[src/rtl/w_cpu_io_cfg_switch_matrix.sv]
// w_cpu_io_cfg_switch_matrix
//
// West-edge CPU_IO switch matrix. Every configurable output picks one of
// four sources through a 2-bit select and may be taken from a per-output
// flop instead of straight from the mux. Configuration is shifted serially
// into a shadow chain and only becomes active on an accepted commit.
//
// Ports
//   UserCLK, rst           clock (rising edge), async active-high reset
//   W1END, WW4END          single / quad hop inputs (fixed wiring only)
//   W2MID, W2END, W6END    double / hex hop inputs
//   OPA_O, OPB_O           CPU operand outputs
//   E1BEG, EE4BEG          fixed bit-reversed pass-through
//   E2BEG, E2BEGb, E6BEG   configurable east-going wires
//   RES_I                  configurable CPU result inputs (RES0..RES2)
//   CONFin, cfg_shift      serial config data and shift enable
//   CONFout                shadow chain tail
//   cfg_commit             request to move shadow into active
//   cfg_err, cfg_active    sticky commit rejection / config loaded flag
module w_cpu_io_cfg_switch_matrix #(
  parameter  int NUM_CH   = 4,
  localparam int NUM_OUT  = 10 * NUM_CH,
  localparam int CFG_BITS = 3 * NUM_OUT
) (
  input  logic                  UserCLK,
  input  logic                  rst,
  input  logic [3:0]            W1END,
  input  logic [2*NUM_CH-1:0]   W2MID,
  input  logic [2*NUM_CH-1:0]   W2END,
  input  logic [15:0]           WW4END,
  input  logic [3*NUM_CH-1:0]   W6END,
  input  logic [NUM_CH-1:0]     OPA_O,
  input  logic [NUM_CH-1:0]     OPB_O,
  output logic [3:0]            E1BEG,
  output logic [15:0]           EE4BEG,
  output logic [2*NUM_CH-1:0]   E2BEG,
  output logic [2*NUM_CH-1:0]   E2BEGb,
  output logic [3*NUM_CH-1:0]   E6BEG,
  output logic [3*NUM_CH-1:0]   RES_I,
  input  logic                  CONFin,
  input  logic                  cfg_shift,
  output logic                  CONFout,
  input  logic                  cfg_commit,
  output logic                  cfg_err,
  output logic                  cfg_active
);

  localparam int N     = NUM_CH;
  // count must hold CFG_BITS+1 so an over-long load is distinguishable
  localparam int CNT_W = $clog2(CFG_BITS + 2);

  logic [CFG_BITS-1:0] shadow;
  logic [CFG_BITS-1:0] active;
  logic [CNT_W-1:0]    count;
  logic [NUM_OUT-1:0]  mux_val;
  logic [NUM_OUT-1:0]  out_q;
  logic [NUM_OUT-1:0]  out_val;

  function automatic logic mux4(input logic [1:0] sel, input logic s0,
                                input logic s1, input logic s2);
    case (sel)
      2'd0:    return s0;
      2'd1:    return s1;
      2'd2:    return s2;
      default: return 1'b0;
    endcase
  endfunction

  // Output index k: E2BEG, E2BEGb, E6BEG, RES_I in that order.
  for (genvar i = 0; i < 2*N; i++) begin : g_e2
    assign mux_val[i] = mux4(active[3*i +: 2],
                             W2MID[2*N-1-i], OPB_O[i%N], OPA_O[i%N]);
    assign mux_val[2*N+i] = mux4(active[3*(2*N+i) +: 2],
                                 W2END[2*N-1-i], OPA_O[i%N], OPB_O[i%N]);
  end

  for (genvar i = 0; i < 3*N; i++) begin : g_e6_res
    assign mux_val[4*N+i] = mux4(active[3*(4*N+i) +: 2],
                                 OPA_O[i%N], OPB_O[i%N], W6END[3*N-1-i]);
    assign mux_val[7*N+i] = mux4(active[3*(7*N+i) +: 2],
                                 W6END[i], W2END[i%(2*N)], OPA_O[i%N]);
  end

  for (genvar k = 0; k < NUM_OUT; k++) begin : g_out
    assign out_val[k] = active[3*k+2] ? out_q[k] : mux_val[k];
  end

  for (genvar i = 0; i < 4; i++) begin : g_e1
    assign E1BEG[i] = W1END[3-i];
  end

  for (genvar i = 0; i < 16; i++) begin : g_ee4
    assign EE4BEG[i] = WW4END[15-i];
  end

  assign E2BEG   = out_val[2*N-1:0];
  assign E2BEGb  = out_val[4*N-1:2*N];
  assign E6BEG   = out_val[7*N-1:4*N];
  assign RES_I   = out_val[10*N-1:7*N];
  assign CONFout = shadow[CFG_BITS-1];

  // Flops always track the mux so a later switch to registered mode
  // presents a value that is at most one cycle old.
  always_ff @(posedge UserCLK or posedge rst) begin
    if (rst) out_q <= '0;
    else     out_q <= mux_val;
  end

  // Commit wins over shift when both are requested in the same cycle.
  always_ff @(posedge UserCLK or posedge rst) begin
    if (rst) begin
      shadow     <= '0;
      active     <= '0;
      count      <= '0;
      cfg_err    <= 1'b0;
      cfg_active <= 1'b0;
    end else if (cfg_commit) begin
      count <= '0;
      if (count == CNT_W'(CFG_BITS)) begin
        active     <= shadow;
        cfg_active <= 1'b1;
        cfg_err    <= 1'b0;
      end else begin
        cfg_err <= 1'b1;
      end
    end else if (cfg_shift) begin
      shadow <= {shadow[CFG_BITS-2:0], CONFin};
      if (count != CNT_W'(CFG_BITS + 1)) count <= count + 1'b1;
    end
  end

endmodule

[config.mk]
export PLATFORM = sky130hd
export DESIGN_NAME = w_cpu_io_cfg_switch_matrix
export DESIGN_NICKNAME = d
export VERILOG_FILES = /design/src/rtl/w_cpu_io_cfg_switch_matrix.sv
export SDC_FILE = /design/constraint.sdc
export NUM_CORES = 1
export LEC_CHECK = 0
export CAP_MARGIN = 15
export CORE_AREA = 2 2 169 171
export DETAILED_ROUTE_END_ITERATION = 6
export DIE_AREA = 0 0 171 173
export GPL_ROUTABILITY_DRIVEN = 0
export RECOVER_POWER = 100
export SYNTH_ARGS = -nofsm -noshare
export SYNTH_HDL_FRONTEND = slang
export SYNTH_SLANG_ARGS = --single-unit
[constraint.sdc]
create_clock -name UserCLK -period 26.6 [get_ports UserCLK]
set_clock_uncertainty 0.1 [all_clocks]
set_input_delay 5.32 -clock UserCLK [delete_from_list [all_inputs] [get_ports UserCLK]]
set_output_delay 5.32 -clock UserCLK [all_outputs]
set_load 0.03 [all_outputs]
==> impl_metrics.json, run 1 <==
{
  "syn-cell-area_um2": 12300,
  "die_x_um": 171,
  "drt-pass1-iter-count": 4,
  "fill_cells": 2415,
  "rrSetupSlack_ns": 22.25,
  "register_area_um2": 7230,
  "fin_crit_sh_pct": 57.9,
  "cp-start-kind": "primary input",
  "critical_path_required_ns": 26.34,
  "ir_worst_vdd_mv": 0.0431,
  "cp-end-kind": "async pin",
  "die_h_um": 173,
  "avgSynthCellArea_um2": 15.8,
  "p_per_area_nw_per_um2": 70.7,
  "fin_setup_tns_ns": 0,
  "drt_iter0_markers": 242,
  "synth_nets": 843,
  "synth.yosys.warnings": 0,
  "grt_pass1_wl_um": 38000,
  "cp-endpoint": "active[83]",
  "maxSlewHeadroom_pct": -304,
  "initial_core_util_pct": 44.6,
  "cts_sinks": 289,
  "grt_start_max_net_pins": 142,
  "clk_pin_slew_worst_paths_ns": 0.06,
  "intPower_mw": 0.772,
  "path_max_fanout": 141,
  "area_growth_pct": 13.2,
  "dieArea_um2": 29600,
  "synth-seq-cells": 289,
  "clockBufferDepth": 3,
  "hold_violations": 0,
  "yosysSeqAreaShare_pct": 58.7,
  "antenna_found_initial": 0,
  "grt_overflow": 0,
  "period_minus_slack_ns": 15.41,
  "met1_usage_pct": 22.7,
  "finalSetupViolations": 0,
  "io_pins": 124,
  "cts_hold_buffers": 0,
  "swShare_pct": 21.7,
  "reg2reg_to": "active[106]",
  "status": "finished with violations",
  "r2r_start": "count[0]",
  "power.total_mw": 0.986,
  "synthCells": 779,
  "worst_pin_slew_ns": 6.02,
  "stdcell_count": 1251,
  "r2r_cells": 6,
  "maxCapViolCount": 7,
  "layout.nets": 913,
  "post_drt_wl_per_cell_um": 18.7,
  "route.detailed.drc": 0,
  "clkPwrFrac_pct": 47.2,
  "cp.arrival_ns": 15.15,
  "clk_latency_ns": 0.54,
  "numCtsBuffers": 31,
  "violations": "capacitance limit, slew limit",
  "grt_pass1_vias": 6910,
  "cts.repair.resized": 0,
  "mostFrequentLayoutCells": "dfrtp_1 (289), mux2_2 (185), mux2_1 (95)",
  "cts_setup_buffers": 0,
  "vias_per_cell": 5.07,
  "busiest_layer": "met2",
  "place_hpwl_um": 14700,
  "combPwrFrac_pct": 5.8,
  "ant_nets": 0,
  "slew_viol_final": 541,
  "hp-class": "reg2reg",
  "gr-usage-met2_pct": 26.4,
  "floorplan.rows": 61,
  "fmax_ghz": 0.0649,
  "p_leak_nw": 6.62,
  "cts_tree": "done",
  "root_buffer": "clkbuf_16",
  "h-tree-depth": 1,
  "place_inst": 1194,
  "seq_power_share_pct": 47.0,
  "multi_input_area_um2": 4260,
  "final_common_cell": "dfrtp_1",
  "core_area_um2": 27600,
  "grt.met3_usage_pct": 2.68,
  "grt_usage_pct": 16.2,
  "critical_path_class": "in2async",
  "p_switching_mw": 0.214,
  "wl_um": 23400,
  "drive_above_1_share_pct": 28.1,
  "synth.distinct_cells": 31,
  "vias": 6348,
  "rsz0062_at_grt": "false",
  "numPortBuffers": 83,
  "diodes": 0,
  "crit_path_start": "rst"
}
==> power groups by stage <==
stage          combinational [mW]  clock (mW)  sequential (mW)
2_1_floorplan              0.0447           0            0.468
3_3_place_gp               0.0597           0            0.471
3_5_place_dp               0.0613           0            0.471
4_1_cts                    0.0615       0.476            0.463
5_1_grt                    0.0633       0.494            0.465
6_report                   0.0577       0.465            0.463
==> synth_stat cells <==
master | instances | share of area, %
mux2_2 | 185 | 17
nor3_1 | 1 | 0.041
buf_6 | 11 | 1.0
or2_2 | 1 | 0.051
inv_2 | 1 | 0.030
nor2_8 | 1 | 0.16
buf_12 | 9 | 1.5
or3_1 | 2 | 0.10
o21a_1 | 1 | 0.061
mux2_1 | 18 | 1.6
xor2_1 | 3 | 0.21
nand3_1 | 1 | 0.041
nand3b_1 | 21 | 1.3
a21oi_1 | 2 | 0.081
clkbuf_1 | 4 | 0.12
ha_1 | 3 | 0.30
buf_2 | 2 | 0.081
nor2_1 | 7 | 0.21
o22ai_1 | 20 | 1.0
buf_4 | 25 | 1.5
nand3_4 | 1 | 0.14
o31ai_1 | 1 | 0.061
dfrtp_1 | 289 | 59
nand4_1 | 2 | 0.10
mux2_4 | 78 | 9.5
o2111ai_1 | 1 | 0.071
o21ai_0 | 22 | 0.89
nand4b_4 | 1 | 0.19
nand2_1 | 23 | 0.70
inv_1 | 3 | 0.091
mux2i_1 | 40 | 3.2
==> sequential cells by signal, indices dropped and copies added (netlist names) <==
name	flops
active	120
cfg_active	1
cfg_err	1
count	7
out_q	40
shadow	120
==> worst min path at each step <==
stage | depth (start not counted) | slack (ns) | from | to
6_report | 1 | 0.38 | cfg_active | cfg_active
5_1_grt | 1 | 0.39 | cfg_active | cfg_active
4_1_cts | 1 | 0.38 | cfg_active | cfg_active
3_5_place_dp | 1 | 0.37 | cfg_active | cfg_active
3_3_place_gp | 1 | 0.35 | cfg_active | cfg_active
2_1_floorplan | 1 | 0.37 | shadow[84] | shadow[85]
==> metrics by stage <==
step           hold WS (ns)  cell area [um^2]  setup slack, ns  util (%)
3_5_place_dp          0.368             13200            13.37      47.7
2_1_floorplan         0.369             12300            13.20         -
5_1_grt               0.393             14000             8.99      50.5
6_report              0.376             14000            11.19      50.5
3_3_place_gp          0.354             13200            13.48      47.7
4_1_cts               0.383             14300            13.38      51.7
==> metal layers <==
| metal | vias to the layer above | part of all wire [%] |
|---|---|---|
| met5 | - | 0 |
| met4 | 0 | 1.9 |
| met3 | 44 | 4.0 |
| met2 | 100 | 48 |
| met1 | 3294 | 46 |
| li1 | 2910 | - |
==> worst max-delay path, cell delays in order <==
cell	delay [ns]
dlygate4sd3_1	0.54
clkinvlp_2	3.32
clkbuf_1	3.16
clkbuf_1	2.64
==> kinds of logic (layout without fill, tap and decap cells) <==
group                    Yosys count  after routing  synth area share [%]
flip-flops                       289            289                  58.7
AO/OA/AOI/OAI                     47             47                  2.18
AND/OR/NAND/NOR                   61             61                  3.02
multiplexers                     321            321                  31.3
adder cells (fa/ha/maj)            3              3                 0.305
XOR/XNOR                           3              3                 0.213
buffers and inverters             55            149                  4.31
==> final cells by class <==
| class | count | area share, % |
|---|---|---|
| inverters | 4 | 0.117 |
| flip-flops and latches | 289 | 51.8 |
| clock buffers | 37 | 6.01 |
| repair buffers | 88 | 6.09 |
| multi-input cells | 435 | 30.5 |
| clock inverters | 20 | 2.08 |
| well taps | 378 | 3.39 |
Power figures use the tool's default switching activity.
==> inputs of run 2 (changes only) <==
Clock period 26.6 ns to 15.3 ns, I/O delays scaled along.
==> impl_metrics.json, run 2 (synthesis results as in run 1) <==
{
  "p_leak_nw": 6.57,
  "drive_above_1_share_pct": 27.4,
  "diodes": 0,
  "place_ws_ns": 6.57,
  "status": "finished with violations",
  "clockBufferDepth": 3,
  "grt_overflow": 0,
  "wl_um": 23500,
  "layout.nets": 913,
  "antenna_found_initial": 0,
  "rrSetupSlack_ns": 10.93,
  "die_h_um": 173,
  "grt_pass1_vias": 6924,
  "ant_nets": 0,
  "clk_latency_ns": 0.54,
  "drt-pass1-iter-count": 4,
  "routed-wl-met2_um": 11300,
  "vias": 6374,
  "dieArea_um2": 29600,
  "vias_per_cell": 5.11,
  "die_x_um": 171,
  "route.detailed.drc": 0,
  "core_area_um2": 27600,
  "crit_path_frequent_cell": "dlygate4sd3_1",
  "mostFrequentLayoutCells": "dfrtp_1 (289), mux2_2 (185), mux2_1 (95)",
  "clk_pin_slew_worst_paths_ns": 0.06,
  "critical_path_required_ns": 12.14,
  "path_cells": "dlygate4sd3_1 > mux2i_1 > o21ai_0 > mux2_2 > dlygate4sd3_1",
  "placed_cell_area_um2": 13200,
  "slew_viol_final": 389,
  "root_buffer": "clkbuf_16",
  "cp.arrival_ns": 5.67,
  "p_per_area_nw_per_um2": 117,
  "setup_ws_ns": 6.47,
  "h-tree-depth": 1,
  "io_pins": 124,
  "cts_tree": "done",
  "fin_area_um2": 13800,
  "wl_met3_um": 854,
  "finalSetupViolations": 0,
  "cts_sinks": 289,
  "cts_hold_buffers": 0,
  "period_minus_slack_ns": 8.83,
  "maxSlewHeadroom_pct": -309,
  "drt_iter0_markers": 257,
  "maxCapViolCount": 5,
  "worst_pin_slew_ns": 6.10,
  "hp-class": "reg2reg",
  "met1_length_um": 10800,
  "multi_input_area_um2": 4260,
  "hold_violations": 0,
  "numPortBuffers": 83,
  "slowest_delay_ns": 1.20,
  "critPathSlowestCell": "dlygate4sd3_1",
  "floorplan.rows": 61,
  "highest_layer": "met4",
  "rsz0062_at_grt": "false",
  "critical_path_class": "in2out",
  "top_regs": "active (120), shadow (120), out_q (40)",
  "cts.repair.resized": 0,
  "ir_worst_vdd_mv": 0.0639,
  "grt_pass1_wl_um": 38000,
  "final_common_cell": "dfrtp_1",
  "cp-end-kind": "output port",
  "place_hpwl_um": 14800,
  "cp-start-kind": "primary input",
  "violations": "capacitance limit, slew limit",
  "grt_start_max_net_pins": 142,
  "path_delay_family": "buffers and inverters",
  "path_buf_inv": 2,
  "numCtsBuffers": 31,
  "grt_usage_pct": 16.2,
  "path_max_fanout": 10,
  "post_drt_wl_per_cell_um": 18.8,
  "initial_core_util_pct": 44.6,
  "fin_setup_tns_ns": 0,
  "fill_cells": 2418,
  "register_area_um2": 7230,
  "fin_crit_sh_pct": 57.7,
  "cts_setup_buffers": 0,
  "fmax_ghz": 0.113,
  "area_growth_pct": 12.2
}
run 2: cell types whose count changed in the layout (fill, tap and decap cells not counted), sizes merged:
cell      delta
buf          +2
inv          +1
clkbuf       +9
bufinv       -6
clkinv       -7
clkinvlp     -3
run 2: path summary, 6_finish.rpt:
kind | cells after the start | from | to
min reg2reg | 1 | cfg_active | cfg_active
min | 1 | cfg_active | cfg_active
min in group asynchronous | 2 | rst | out_q[4]
max reg2reg | 6 | count[0] | active[106]
max in group asynchronous | 4 | rst | shadow[79]
max | 5 | OPA_O[1] | E2BEG[5]
run 2: area by class of cell:
class / instances / area share (%)
Tap cell: 378 / 3.42
Clock buffer: 48 / 6.79
Sequential cell: 289 / 52.3
Multi-Input combinational cell: 435 / 30.8
Clock inverter: 5 / 0.389
Inverter: 4 / 0.118
Timing Repair Buffer: 88 / 6.20
run 2: through the flow:
stage,std cells,hold WS [ns],power [mW],util [%]
finish,1247,0.376,1.62,50.1
global route,1247,0.392,1.69,50.1
CTS,1247,0.382,1.65,51.2
detailed placement,1194,0.368,0.926,47.7
global placement,1194,0.354,0.922,47.7
floorplan,779,0.369,0.892,-
run 2: power breakdown:
group	switching, mW	internal (mW)	total [mW]
logic	0.0564	0.0444	0.101
clock network	0.284	0.434	0.718
registers	0.0150	0.790	0.805
total	0.355	1.27	1.62
run 2: layer usage:
layer,GRT usage [%],vias to the layer above
met4,4.10,0
met5,0,-
met2,26.5,101
li1,-,2909
met3,2.63,49
met1,22.5,3315
run 2: worst register-to-register path, delay by kind of cell, from the launching register on:
kind,cells,cell delay (ns)
adder cells (fa/ha/maj),1,0.14
flip-flops,1,0.42
multiplexers,1,0.59
buffers and inverters,2,2.63
AND/OR/NAND/NOR,2,0.34
==> inputs of run 3 (changes only) <==
Settings changed: PLACE_DENSITY set to 0.67.
Clock period 15.3 ns to 7.55 ns, I/O delays scaled along.
==> impl_metrics.json, run 3 (synthesis results as in run 1) <==
{
  "fin_crit_sh_pct": 75.5,
  "diodes": 0,
  "period_minus_slack_ns": 5.70,
  "stdcell_count": 1245,
  "p_leak_nw": 6.58,
  "path_delay_family": "buffers and inverters",
  "critical_path_class": "in2reg",
  "cp.arrival_ns": 6.07,
  "core_area_um2": 27600,
  "critical_path_required_ns": 7.92,
  "cts_hold_buffers": 0,
  "grt_start_max_net_pins": 180,
  "numCtsBuffers": 30,
  "hp-class": "reg2reg",
  "cts_setup_buffers": 0,
  "fmax_ghz": 0.175,
  "clockBufferDepth": 3,
  "maxCapViolCount": 5,
  "io_pins": 124,
  "final_common_cell": "dfrtp_1",
  "critPathSlowestCell": "clkbuf_1",
  "path_max_fanout": 76,
  "dieArea_um2": 29600,
  "drt-pass1-iter-count": 4,
  "die_h_um": 173,
  "fin_area_um2": 13800,
  "post_drt_wl_per_cell_um": 18.2,
  "area_growth_pct": 12.2,
  "floorplan.rows": 61,
  "status": "finished with violations",
  "layout.nets": 912,
  "maxSlewHeadroom_pct": -176,
  "place_inst": 1194,
  "wl_um": 22700,
  "drive_above_1_share_pct": 27.8,
  "cp-start-kind": "primary input",
  "root_buffer": "clkbuf_16",
  "route.detailed.drc": 0,
  "path_buf_inv": 3,
  "worst_pin_slew_ns": 4.15,
  "ant_nets": 0,
  "rsz0062_at_grt": "false",
  "vias_per_cell": 5.06,
  "top_regs": "active (120), shadow (120), out_q (40)",
  "grt_overflow": 0,
  "numPortBuffers": 83,
  "place_hpwl_um": 13800,
  "grt_pass1_vias": 6529,
  "cts_tree": "done",
  "finalSetupViolations": 0,
  "fin_setup_tns_ns": 0,
  "hold_violations": 0,
  "mostFrequentLayoutCells": "dfrtp_1 (289), mux2_2 (185), mux2_1 (96)",
  "clk_pin_slew_worst_paths_ns": 0.06,
  "clk_latency_ns": 0.54,
  "grt_pass1_wl_um": 36800,
  "vias": 6300,
  "drt_iter0_markers": 319,
  "violations": "capacitance limit, slew limit",
  "initial_core_util_pct": 44.6,
  "cp-end-kind": "flip-flop",
  "grt_usage_pct": 15.7,
  "ir_worst_vdd_mv": 0.167,
  "antenna_found_initial": 0,
  "cts_sinks": 289,
  "placed_cell_area_um2": 13200,
  "path_cells": "dlygate4sd3_1 > inv_1 > nand2_4 > clkbuf_1 > mux2_2",
  "cts.repair.resized": 0,
  "setup_ws_ns": 1.85,
  "place_ws_ns": 2.01,
  "die_x_um": 171,
  "p_per_area_nw_per_um2": 239,
  "h-tree-depth": 1,
  "slowest_delay_ns": 2.88,
  "slew_viol_final": 468
}
run 3: metal layers:
layer,vias up,share of wire [%],track usage (%),routed length [um]
met5,-,0,0,0
met2,94,46,24.3,10400
met3,32,3.7,2.63,842
met4,0,1.6,3.32,374
met1,3261,49,23.5,11100
li1,2913,-,-,-
run 3: final cells by class:
cell class                 count  area, um^2
timing repair buffer          88         858
tap                          378         473
multi-input combinational    435        4260
clock buffer                  42         897
clock inverter                 9        95.1
inverter                       4        16.3
fill                        2474       13800
sequential                   289        7230
run 3: power breakdown:
| part | total [mW] | internal, mW | switching (mW) | leakage, nW |
|---|---|---|---|---|
| sequential | 1.63 | 1.60 | 0.0299 | 3.91 |
| clock | 1.47 | 0.886 | 0.582 | 0.499 |
| combinational | 0.205 | 0.0902 | 0.115 | 2.17 |
| total | 3.30 | 2.58 | 0.727 | 6.58 |
run 3: path summary, 6_finish.rpt:
path                                 start         end  slack, ns  depth (start not counted)
worst max-delay path            cfg_commit  shadow[24]       1.85                          5
worst min-delay path            cfg_active  cfg_active       0.37                          1
worst max register to register    count[0]  active[94]       3.30                          6
worst min register to register  cfg_active  cfg_active       0.37                          1
max in group asynchronous              rst  shadow[91]       2.40                          3
min in group asynchronous              rst    out_q[4]       1.79                          2
run 3: metrics by stage:
step	utilization (%)	power [mW]	hold slack (ns)
2_1_floorplan	-	1.81	0.369
3_3_place_gp	47.7	1.87	0.356
3_5_place_dp	47.7	1.88	0.366
4_1_cts	51.3	3.36	0.380
5_1_grt	50.1	3.44	0.385
6_report	50.1	3.30	0.371
run 3: worst register-to-register path: stages (launching register included):
cell,delay (ns)
dfrtp_1,0.42
inv_1,0.11
ha_1,0.15
nand4b_1,0.20
nor2_8,0.13
clkbuf_2,2.37
mux2_2,0.63
